===== src/rtl/nco_cfg_ctrl_if.sv =====
// Byte-stream side of the NCO configuration block: frame delimiters and
// received bytes as delivered by an I2C slave front end.
interface nco_cfg_ctrl_if;
    logic       frame_start;
    logic       frame_stop;
    logic       rx_valid;
    logic [7:0] rx_data;

    modport master (
        output frame_start,
        output frame_stop,
        output rx_valid,
        output rx_data
    );

    modport slave (
        input  frame_start,
        input  frame_stop,
        input  rx_valid,
        input  rx_data
    );
endinterface


===== src/rtl/nco_cfg_ctrl.sv =====
// NCO configuration controller: parses ctrl/frequency/duty frames into shadow
// registers and commits them atomically on stop. Duty support: NCO_CFG_DUTY_EN.
module nco_cfg_ctrl #(
    parameter logic [63:0] FREQ_RST = 64'h0,
    parameter logic [15:0] DUTY_RST = 16'h8000
) (
    input  logic                 clk,
    input  logic                 rst,
    nco_cfg_ctrl_if.slave        rx,
    output logic                 nco_enable,
    output logic [1:0]           wave,
    output logic [63:0]          frequency,
    output logic [15:0]          duty_cycle,
    output logic                 cfg_update,
    output logic                 cfg_error,
    output logic                 busy
);

    typedef enum logic [2:0] {
        IDLE = 3'd0,
        CTRL = 3'd1,
        FREQ = 3'd2,
        DUTY = 3'd3,
        DONE = 3'd4,
        ERR  = 3'd5
    } state_t;

    state_t      state_q, state_d;
    state_t      rx_state;
    logic [2:0]  cnt_q, cnt_d;

    logic        sh_en_q, sh_en_d;
    logic [1:0]  sh_wave_q, sh_wave_d;
    logic        sh_freq_flag_q, sh_freq_flag_d;
    logic [63:0] sh_freq_q, sh_freq_d;

    logic        en_q, en_d;
    logic [1:0]  wave_q, wave_d;
    logic [63:0] freq_q, freq_d;
    logic        upd_q, upd_d;
    logic        err_q, err_d;

`ifdef NCO_CFG_DUTY_EN
    logic        sh_duty_flag_q, sh_duty_flag_d;
    logic [15:0] sh_duty_q, sh_duty_d;
    logic [15:0] duty_q, duty_d;
`endif

    always_ff @(posedge clk or negedge rst) begin
        if (!rst) begin
            state_q        <= IDLE;
            cnt_q          <= 3'd0;
            sh_en_q        <= 1'b0;
            sh_wave_q      <= 2'b00;
            sh_freq_flag_q <= 1'b0;
            sh_freq_q      <= 64'h0;
            en_q           <= 1'b0;
            wave_q         <= 2'b00;
            freq_q         <= FREQ_RST;
            upd_q          <= 1'b0;
            err_q          <= 1'b0;
`ifdef NCO_CFG_DUTY_EN
            sh_duty_flag_q <= 1'b0;
            sh_duty_q      <= 16'h0;
            duty_q         <= DUTY_RST;
`endif
        end else begin
            state_q        <= state_d;
            cnt_q          <= cnt_d;
            sh_en_q        <= sh_en_d;
            sh_wave_q      <= sh_wave_d;
            sh_freq_flag_q <= sh_freq_flag_d;
            sh_freq_q      <= sh_freq_d;
            en_q           <= en_d;
            wave_q         <= wave_d;
            freq_q         <= freq_d;
            upd_q          <= upd_d;
            err_q          <= err_d;
`ifdef NCO_CFG_DUTY_EN
            sh_duty_flag_q <= sh_duty_flag_d;
            sh_duty_q      <= sh_duty_d;
            duty_q         <= duty_d;
`endif
        end
    end

    // The byte is consumed first (rx_state), then a same-cycle stop is judged
    // against that post-byte state so the final byte and stop can coincide.
    always_comb begin
        state_d        = state_q;
        rx_state       = state_q;
        cnt_d          = cnt_q;
        sh_en_d        = sh_en_q;
        sh_wave_d      = sh_wave_q;
        sh_freq_flag_d = sh_freq_flag_q;
        sh_freq_d      = sh_freq_q;
        en_d           = en_q;
        wave_d         = wave_q;
        freq_d         = freq_q;
        upd_d          = 1'b0;
        err_d          = err_q;
`ifdef NCO_CFG_DUTY_EN
        sh_duty_flag_d = sh_duty_flag_q;
        sh_duty_d      = sh_duty_q;
        duty_d         = duty_q;
`endif

        if (rx.frame_start) begin
            state_d        = CTRL;
            rx_state       = CTRL;
            cnt_d          = 3'd0;
            sh_en_d        = 1'b0;
            sh_wave_d      = 2'b00;
            sh_freq_flag_d = 1'b0;
            sh_freq_d      = 64'h0;
            err_d          = 1'b0;
`ifdef NCO_CFG_DUTY_EN
            sh_duty_flag_d = 1'b0;
            sh_duty_d      = 16'h0;
`endif
        end else begin
            if (rx.rx_valid) begin
                case (state_q)
                    CTRL: begin
                        sh_en_d        = rx.rx_data[0];
                        sh_wave_d      = rx.rx_data[2:1];
                        sh_freq_flag_d = rx.rx_data[4];
`ifdef NCO_CFG_DUTY_EN
                        sh_duty_flag_d = rx.rx_data[5];
                        if (rx.rx_data[4]) begin
                            rx_state = FREQ;
                        end else if (rx.rx_data[5]) begin
                            rx_state = DUTY;
                        end else begin
                            rx_state = DONE;
                        end
`else
                        rx_state = rx.rx_data[4] ? FREQ : DONE;
`endif
                    end
                    FREQ: begin
                        sh_freq_d = {sh_freq_q[55:0], rx.rx_data};
                        cnt_d     = cnt_q + 3'd1;
                        if (cnt_q == 3'd7) begin
`ifdef NCO_CFG_DUTY_EN
                            rx_state = sh_duty_flag_q ? DUTY : DONE;
`else
                            rx_state = DONE;
`endif
                        end
                    end
`ifdef NCO_CFG_DUTY_EN
                    DUTY: begin
                        sh_duty_d = {sh_duty_q[7:0], rx.rx_data};
                        if (cnt_q == 3'd1) begin
                            cnt_d    = 3'd0;
                            rx_state = DONE;
                        end else begin
                            cnt_d = cnt_q + 3'd1;
                        end
                    end
`endif
                    DONE: begin
                        rx_state = ERR;
                        err_d    = 1'b1;
                    end
                    default: begin
                    end
                endcase
            end

            state_d = rx_state;

            if (rx.frame_stop) begin
                case (rx_state)
                    DONE: begin
                        en_d   = sh_en_d;
                        wave_d = sh_wave_d;
                        if (sh_freq_flag_d) begin
                            freq_d = sh_freq_d;
                        end
`ifdef NCO_CFG_DUTY_EN
                        if (sh_duty_flag_d) begin
                            duty_d = sh_duty_d;
                        end
`endif
                        upd_d   = 1'b1;
                        cnt_d   = 3'd0;
                        state_d = IDLE;
                    end
                    FREQ, DUTY: begin
                        err_d   = 1'b1;
                        cnt_d   = 3'd0;
                        state_d = IDLE;
                    end
                    CTRL, ERR: begin
                        cnt_d   = 3'd0;
                        state_d = IDLE;
                    end
                    default: begin
                    end
                endcase
            end
        end
    end

    assign nco_enable = en_q;
    assign wave       = wave_q;
    assign frequency  = freq_q;
    assign cfg_update = upd_q;
    assign cfg_error  = err_q;
    assign busy       = (state_q != IDLE);

`ifdef NCO_CFG_DUTY_EN
    assign duty_cycle = duty_q;
`else
    assign duty_cycle = DUTY_RST;
`endif

endmodule


===== src/flat_wrapper.sv =====
// flat-port wrapper written by rule: the top's interface ports become plain ports
module nco_cfg_ctrl_flat 
#(
    parameter logic [63:0] FREQ_RST = 64'h0,
    parameter logic [15:0] DUTY_RST = 16'h8000
)
  (clk, rst, nco_enable, wave, frequency, duty_cycle, cfg_update, cfg_error, busy, rx_frame_start, rx_frame_stop, rx_rx_valid, rx_rx_data);
  nco_cfg_ctrl_if rx_i ();
  input  logic clk;
  input  logic rst;
  output logic nco_enable;
  output logic [1:0] wave;
  output logic [63:0] frequency;
  output logic [15:0] duty_cycle;
  output logic cfg_update;
  output logic cfg_error;
  output logic busy;
  input wire logic [$bits(rx_i.frame_start)-1:0] rx_frame_start;
  input wire logic [$bits(rx_i.frame_stop)-1:0] rx_frame_stop;
  input wire logic [$bits(rx_i.rx_valid)-1:0] rx_rx_valid;
  input wire logic [$bits(rx_i.rx_data)-1:0] rx_rx_data;
  assign rx_i.frame_start = rx_frame_start;
  assign rx_i.frame_stop = rx_frame_stop;
  assign rx_i.rx_valid = rx_rx_valid;
  assign rx_i.rx_data = rx_rx_data;
  nco_cfg_ctrl #(.FREQ_RST(FREQ_RST), .DUTY_RST(DUTY_RST)) u_core (.clk(clk), .rst(rst), .rx(rx_i), .nco_enable(nco_enable), .wave(wave), .frequency(frequency), .duty_cycle(duty_cycle), .cfg_update(cfg_update), .cfg_error(cfg_error), .busy(busy));
endmodule

===== config.mk =====
export PLATFORM = sky130hd
export DESIGN_NAME = nco_cfg_ctrl_flat
export DESIGN_NICKNAME = d
export VERILOG_FILES = /design/src/rtl/nco_cfg_ctrl_if.sv /design/src/rtl/nco_cfg_ctrl.sv /design/src/flat_wrapper.sv
export SDC_FILE = /design/constraint.sdc
export NUM_CORES = 1
export LEC_CHECK = 0
export CORE_ASPECT_RATIO = 0.8
export CORE_MARGIN = 2
export CORE_UTILIZATION = 25
export DETAILED_ROUTE_END_ITERATION = 10
export PLACE_DENSITY_LB_ADDON = 0.1
export SYNTH_ARGS = -nofsm -noshare
export SYNTH_HDL_FRONTEND = slang
export SYNTH_SLANG_ARGS = --single-unit

===== constraint.sdc =====
create_clock -name clk -period 3.73 [get_ports clk]
set_clock_uncertainty 0.1 [all_clocks]
set_input_delay 0.5595 -clock clk [delete_from_list [all_inputs] [get_ports clk]]
set_output_delay 0.5595 -clock clk [all_outputs]
set_load 0.1 [all_outputs]

==> metrics.cfg, run 1 <==
[place]
placed_cells=874
hpwl_mm=8.578
portBuffers=82
place_ws_ns=0.7624
place_congestion=0.6843

[sta]
hold_slack_ns=0.1370
fmax_mhz=330.3
slew_headroom_pct=33.17
setup_viol=0
rsz0062_at_grt=no
tightest_slew_ns=1.002
maxSlewViolCount=0
finalHoldViolations=0
finalCriticalPeriod_ns=3.028
finalCritPeriodShare_pct=81.17
tns_ns=0
postLayoutSetupSlackWorst_ns=0.7024

[synthesis]
synth_cell_types=34
ys_warn_count=0
netlist_area_mm2=0.006077
postSynthCellCount=495
synth_area_per_cell_um2=12.28
synth_seq_cells=143
yosysSeqAreaShare_pct=58.88

[setup_path]
cpLargestDelayFamily=buffers and inverters
max_stage_delay_ns=0.99
crit_chain=or3_1, clkdlybuf4s50_1
path_max_fanout=14
r2r_setup_slack_ns=1.32
required_ns=3.07
worstSetupStartpointType=flop
cp_data_arrival_time_ns=2.37
end_kind=primary output
slowest_stage=clkdlybuf4s50_1
cp.buffers_inverters=1
crit_type=flop to primary output

[global_routing]
grt_max_degree=104
grt_overflow=0
track_usage_pct=11.04
grt_pass1_vias=3847
grt_pass1_wl_mm=21.27
antenna_found_initial=0

[detailed_routing]
dr.pass1.iters=4
route.met3.wl_um=629
met2_length_mm=6.058
drt_iter0_markers=157
num_vias=3638
top_layer=met4
viasPerCell=4.015
antenna_left=0
wire_per_inst_um=14.80
drc_errors=0
wl_mm=13.41
routedLengthMet1_mm=6.570

[clock_network]
clk_latency_ns=0.41
cts_buffers=17
h-tree-depth=4
cts_resized=0
clk_pin_slew_ns=0.06
cts_sinks=143
hold_buffers=0
cts_root_buffer=clkbuf_16
clk_path_buf_depth=2
post-cts-setup-buffers=0
cts_tree=yes

[floorplanning]
io_pins=99
rows=51
initial_core_util_pct=25.19
die_x_um=178.3
die_h_um=143.5
core_mm2=0.02412
die-area_mm2=0.02558

[finish]
nets=590
syn2layout_area_growth_pct=26.91
drive_gt1_share_pct=7.823
antenna_cells=0
final_cells=906

[pwr]
p_sw_share_pct=42.01
power.internal_mw=3.121
ir_drop_uv=318.2
p_leak_nw=3.410
combPwrFrac_pct=34.4
pwr-share-seq_pct=33.8
power_density_mw_per_mm2=697.9
power.switching_mw=2.261
finalPower_mw=5.383
power_frac_clock_pct=31.8

[outcome]
status=complete, no violations

[hold_path]
hold_path.class=input port to async pin

[flow_run]
cap_violations=0

==> power by group through the flow <==
stage	registers, mW	logic [mW]	clock network [mW]
after global placement	1.86	1.85	0
after detailed placement	1.85	1.86	0
after global routing	1.84	1.92	1.84
after floorplan	2.99	0.275	0
final	1.82	1.85	1.71
after CTS	1.83	1.87	1.78
==> registers in the layout, indices dropped and copies added (netlist names) <==
signal / count
u_core.sh_freq_q: 64
u_core.nco_enable: 1
u_core.frequency: 64
u_core.sh_en_q: 1
u_core.sh_freq_flag_q: 1
u_core.cfg_update: 1
u_core.wave: 2
u_core.state_q: 3
u_core.sh_wave_q: 2
u_core.cnt_q: 3
u_core.cfg_error: 1
==> per-stage QoR <==
step	area, um^2	util [%]
after floorplan	6130	-
after global placement	7113	29.49
after detailed placement	7113	29.49
after CTS	7712	31.97
after global routing	7712	31.97
final	7712	31.97
==> synthesized netlist by cell type <==
library cell	number	area (um^2)
dfrtp_1	143	3578
mux2i_1	137	1371
nor2_1	72	270.3
inv_1	67	251.5
buf_4	21	157.7
clkbuf_1	10	37.54
buf_12	6	120.1
buf_2	4	20.02
a21oi_1	3	15.01
nor2b_1	3	18.77
a211oi_1	2	15.01
conb_1	2	7.510
ha_1	2	25.02
nand2_1	2	7.510
o21ai_0	2	10.01
a21o_1	1	7.510
a221o_1	1	10.01
a22oi_1	1	7.510
a311oi_2	1	15.01
a31o_2	1	8.760
a31oi_1	1	6.260
and3b_1	1	8.760
and4bb_1	1	12.51
buf_6	1	11.26
nand3b_1	1	7.510
nand4b_1	1	8.760
nor3_1	1	5.000
nor3_2	1	10.01
nor4_2	1	12.51
nor4bb_1	1	10.01
o21bai_1	1	7.510
or2b_1	1	7.510
or3_1	1	6.260
xnor2_1	1	8.760
==> cell usage in the layout (no fill, tap or decap), types with 3 or more instances in the layout <==
cell and instances:
a21oi_1 3, buf_12 4, buf_4 3, clkbuf_16 17, clkbuf_8 3, clkdlybuf4s50_1 80
clkinv_2 3, clkinvlp_4 3, conb_1 16, dfrtp_1 143, inv_1 67, mux2i_1 137
nor2_1 72, nor2b_1 3
==> area by class of cell <==
class	count	area (um^2)
Clock buffer	20	466.7
Sequential cell	143	3578
Clock inverter	12	132.6
Timing Repair Buffer	89	919.6
Inverter	67	251.5
Multi-Input combinational cell	257	1966
Tap cell	318	397.9
Fill cell	2450	16410
==> cells by family after synthesis <==
kind of cell | count (synthesis) | synth area share [%]
fa+ha+maj | 2 | 0.4117
compound gates | 14 | 1.688
mux | 137 | 22.57
buf+inv | 109 | 9.842
flops | 143 | 58.88
xor+xnor | 1 | 0.1441
simple gates | 87 | 6.342
other cells | 2 | 0.1236
==> layer usage <==
layer  vias up  global-route usage [%]
li1       1733                       -
met1      1826                   15.58
met2        68                   16.01
met3        11                   3.677
met4         0                   3.252
met5         -                       0
==> path summary, 6_finish.rpt <==
check                                                from                               end  cells past startpoint
min reg2reg                u_core.sh_freq_q[63]$_DFF_PN0_    u_core.sh_freq_q[63]$_DFF_PN0_                      2
max in group asynchronous                             rst    u_core.sh_freq_q[61]$_DFF_PN0_                      2
min in group clk           u_core.sh_freq_q[63]$_DFF_PN0_    u_core.sh_freq_q[63]$_DFF_PN0_                      2
max reg2reg                   u_core.state_q[0]$_DFF_PN0_  u_core.frequency[19]$_DFFE_PN0P_                      6
min                                                   rst  u_core.frequency[27]$_DFFE_PN0P_                      1
max                           u_core.state_q[1]$_DFF_PN0_                              busy                      2
==> worst reg2reg max path, cell delays in order, from the launching register on <==
cell	delay, ns
dfrtp_1	0.55
nor4bb_1	0.32
buf_4	0.19
mux2i_1	0.13
nor4_4	0.37
buf_12	0.36
mux2i_1	0.31
Power figures use the tool's default switching activity.
==> run 2, diff against run 1 <==
==> constraint.sdc (replaced) <==
create_clock -name clk -period 2.55 [get_ports clk]
set_clock_uncertainty 0.1 [all_clocks]
set_input_delay 0.3825 -clock clk [delete_from_list [all_inputs] [get_ports clk]]
set_output_delay 0.3825 -clock clk [all_outputs]
set_load 0.1 [all_outputs]
==> run 2 against run 1 <==
Against the previous run:
- sequential power grew 47%
- critical path type is now flop to flop
- worst hold slack gained 0.18 ns
- critical endpoint is now u_core.frequency[29]$_DFFE_PN0P_
- largest power group is now the clock network
- register-to-register slack worse by 1.1 ns
- die area unchanged
- clock power up 57%
- count of clock-buffer cells in the layout shrank 1
==> metrics.cfg, run 2 (synthesized netlist as in run 1, its figures left out) <==
[clock_network]
clk_latency_ns=0.41  ; about the same
cts_resized=0  ; unchanged
h-tree-depth=4  ; unchanged
hold_buffers=1  ; +1
cts_tree=yes
cts_sinks=143  ; unchanged
clk_pin_slew_ns=0.06  ; about the same
post-cts-setup-buffers=0  ; unchanged
cts_buffers=17  ; unchanged
clk_path_buf_depth=2  ; unchanged
cts_root_buffer=clkbuf_16

[sta]
hold_slack_ns=0.3124  ; +0.1754 ns
tns_ns=0  ; unchanged
finalCriticalPeriod_ns=2.281
finalCritPeriodShare_pct=89.44
setup_viol=0  ; unchanged
rsz0062_at_grt=no
maxSlewViolCount=0  ; unchanged
fmax_mhz=438.5
tightest_slew_ns=0.8623  ; -0.1401 ns
slew_headroom_pct=42.51  ; +9.3 points
postLayoutSetupSlackWorst_ns=0.2694  ; -0.4331 ns
finalHoldViolations=0  ; unchanged

[setup_path]
end_kind=flop
worstSetupStartpointType=flop
slowest_stage=dfrtp_1
cpLargestDelayFamily=simple AND/OR/NAND/NOR gates
path_max_fanout=13  ; -1
crit_type=flop to flop
cp.buffers_inverters=3  ; +2
cp_data_arrival_time_ns=2.51  ; +0.14 ns
required_ns=2.78  ; -0.29 ns
crit_chain=nor4bb_1, buf_4, mux2i_1, nor4_4, buf_4, buf_12, mux2i_1
max_stage_delay_ns=0.53  ; -0.46 ns

[detailed_routing]
viasPerCell=4.001  ; -0.36%
wire_per_inst_um=14.85  ; +0.34%
dr.pass1.iters=4  ; unchanged
drt_iter0_markers=203  ; +29%
wl_mm=13.66  ; +1.9%
num_vias=3681  ; +1.2%
drc_errors=0  ; unchanged
antenna_left=0  ; unchanged

[floorplanning]
io_pins=99  ; unchanged
die_x_um=178.3  ; unchanged
die-area_mm2=0.02558  ; unchanged
rows=51  ; unchanged
die_h_um=143.5  ; unchanged
core_mm2=0.02412  ; unchanged
initial_core_util_pct=25.19  ; unchanged

[place]
hpwl_mm=9.123  ; +6.4%
place_congestion=0.7233  ; +5.7%
portBuffers=82  ; unchanged
placed_cells=887  ; +1.5%
place_ws_ns=0.002781  ; -0.7597 ns

[pwr]
finalPower_mw=7.981  ; +48%
ir_drop_uv=516.5  ; +62%
p_leak_nw=3.524  ; +3.3%
combPwrFrac_pct=33.1  ; -1.3 points
power_frac_clock_pct=33.5  ; +1.7 points
power.switching_mw=3.342  ; +48%
power.internal_mw=4.639  ; +49%
p_sw_share_pct=41.88  ; -0.13 points
pwr-share-seq_pct=33.4  ; -0.4 points
power_density_mw_per_mm2=1033  ; +48%

[flow_run]
cap_violations=0  ; unchanged

[finish]
drive_gt1_share_pct=21.26  ; +13 points
final_common_cell=dfrtp_1
antenna_cells=0  ; unchanged
final_cell_mix=dfrtp_1 (143), mux2i_1 (137), buf_4 (82), nor2_1 (72), inv_1 (67)
syn2layout_area_growth_pct=27.12
nets=604  ; +2.4%
final_cells=920  ; +1.5%

[global_routing]
grt_pass1_vias=3888  ; +1.1%
grt_max_degree=74  ; -29%
grt_overflow=0  ; unchanged
track_usage_pct=11.45  ; +0.41 points
grt_pass1_wl_mm=21.86  ; +2.8%
antenna_found_initial=0  ; unchanged

[hold_path]
hold_path.class=input port to flop

[outcome]
status=complete, no violations

==> run 2: per-stage QoR <==
stage | utilization [%] | instance area, um^2
final | 32.03 | 7725
after global placement | 29.38 | 7086
after floorplan | - | 6130
after global routing | 32.03 | 7725
after detailed placement | 29.38 | 7086
after CTS | 32.03 | 7725
==> run 2: final timing paths <==
path,startpoint,to,slack (ns),depth (start not counted)
worst max-delay path,u_core.state_q[0]$_DFF_PN0_,u_core.frequency[29]$_DFFE_PN0P_,0.27,7
worst min register to register,u_core.frequency[25]$_DFFE_PN0P_,u_core.frequency[25]$_DFFE_PN0P_,0.42,2
min in group asynchronous,rst,u_core.frequency[35]$_DFFE_PN0P_,0.38,2
worst max register to register,u_core.state_q[0]$_DFF_PN0_,u_core.frequency[29]$_DFFE_PN0P_,0.27,7
worst min-delay path,rx_frame_start,u_core.cfg_update$_DFF_PN0_,0.31,3
max in group asynchronous,rst,u_core.sh_freq_q[25]$_DFF_PN0_,1.25,3
==> run 2: cell type report <==
type                       instances  area, um^2
clock inverter                    13       186.4
timing repair buffer             103       902.1
multi-input combinational        257        1966
sequential                       143        3578
inverter                          67       251.5
clock buffer                      19       442.9
tap                              318       397.9
fill                            2464       16400
==> run 2: metal layers <==
metal | part of all wire [%] | wire length, um | up-vias | track usage, %
met5 | 0 | 0 | - | 0
met4 | 1.1 | 150 | 0 | 3.979
met3 | 4.3 | 585 | 8 | 3.545
met2 | 44 | 5990 | 64 | 16.52
met1 | 51 | 6938 | 1849 | 16.17
li1 | - | - | 1760 | -
==> run 2: power groups by stage <==
| stage | clock network (mW) | logic, mW | registers [mW] |
|---|---|---|---|
| global route | 2.86 | 2.74 | 2.70 |
| CTS | 2.75 | 2.67 | 2.67 |
| global placement | 0 | 2.65 | 2.71 |
| finish | 2.68 | 2.64 | 2.67 |
| detailed placement | 0 | 2.66 | 2.71 |
| floorplan | 0 | 0.402 | 4.38 |
==> run 2: worst register-to-register path, stage by stage, from the launching register on <==
cell and delay (ns):
dfrtp_1 0.53, nor4bb_1 0.34, buf_4 0.20, mux2i_1 0.13, nor4_4 0.30, buf_4 0.22
buf_12 0.17, mux2i_1 0.22
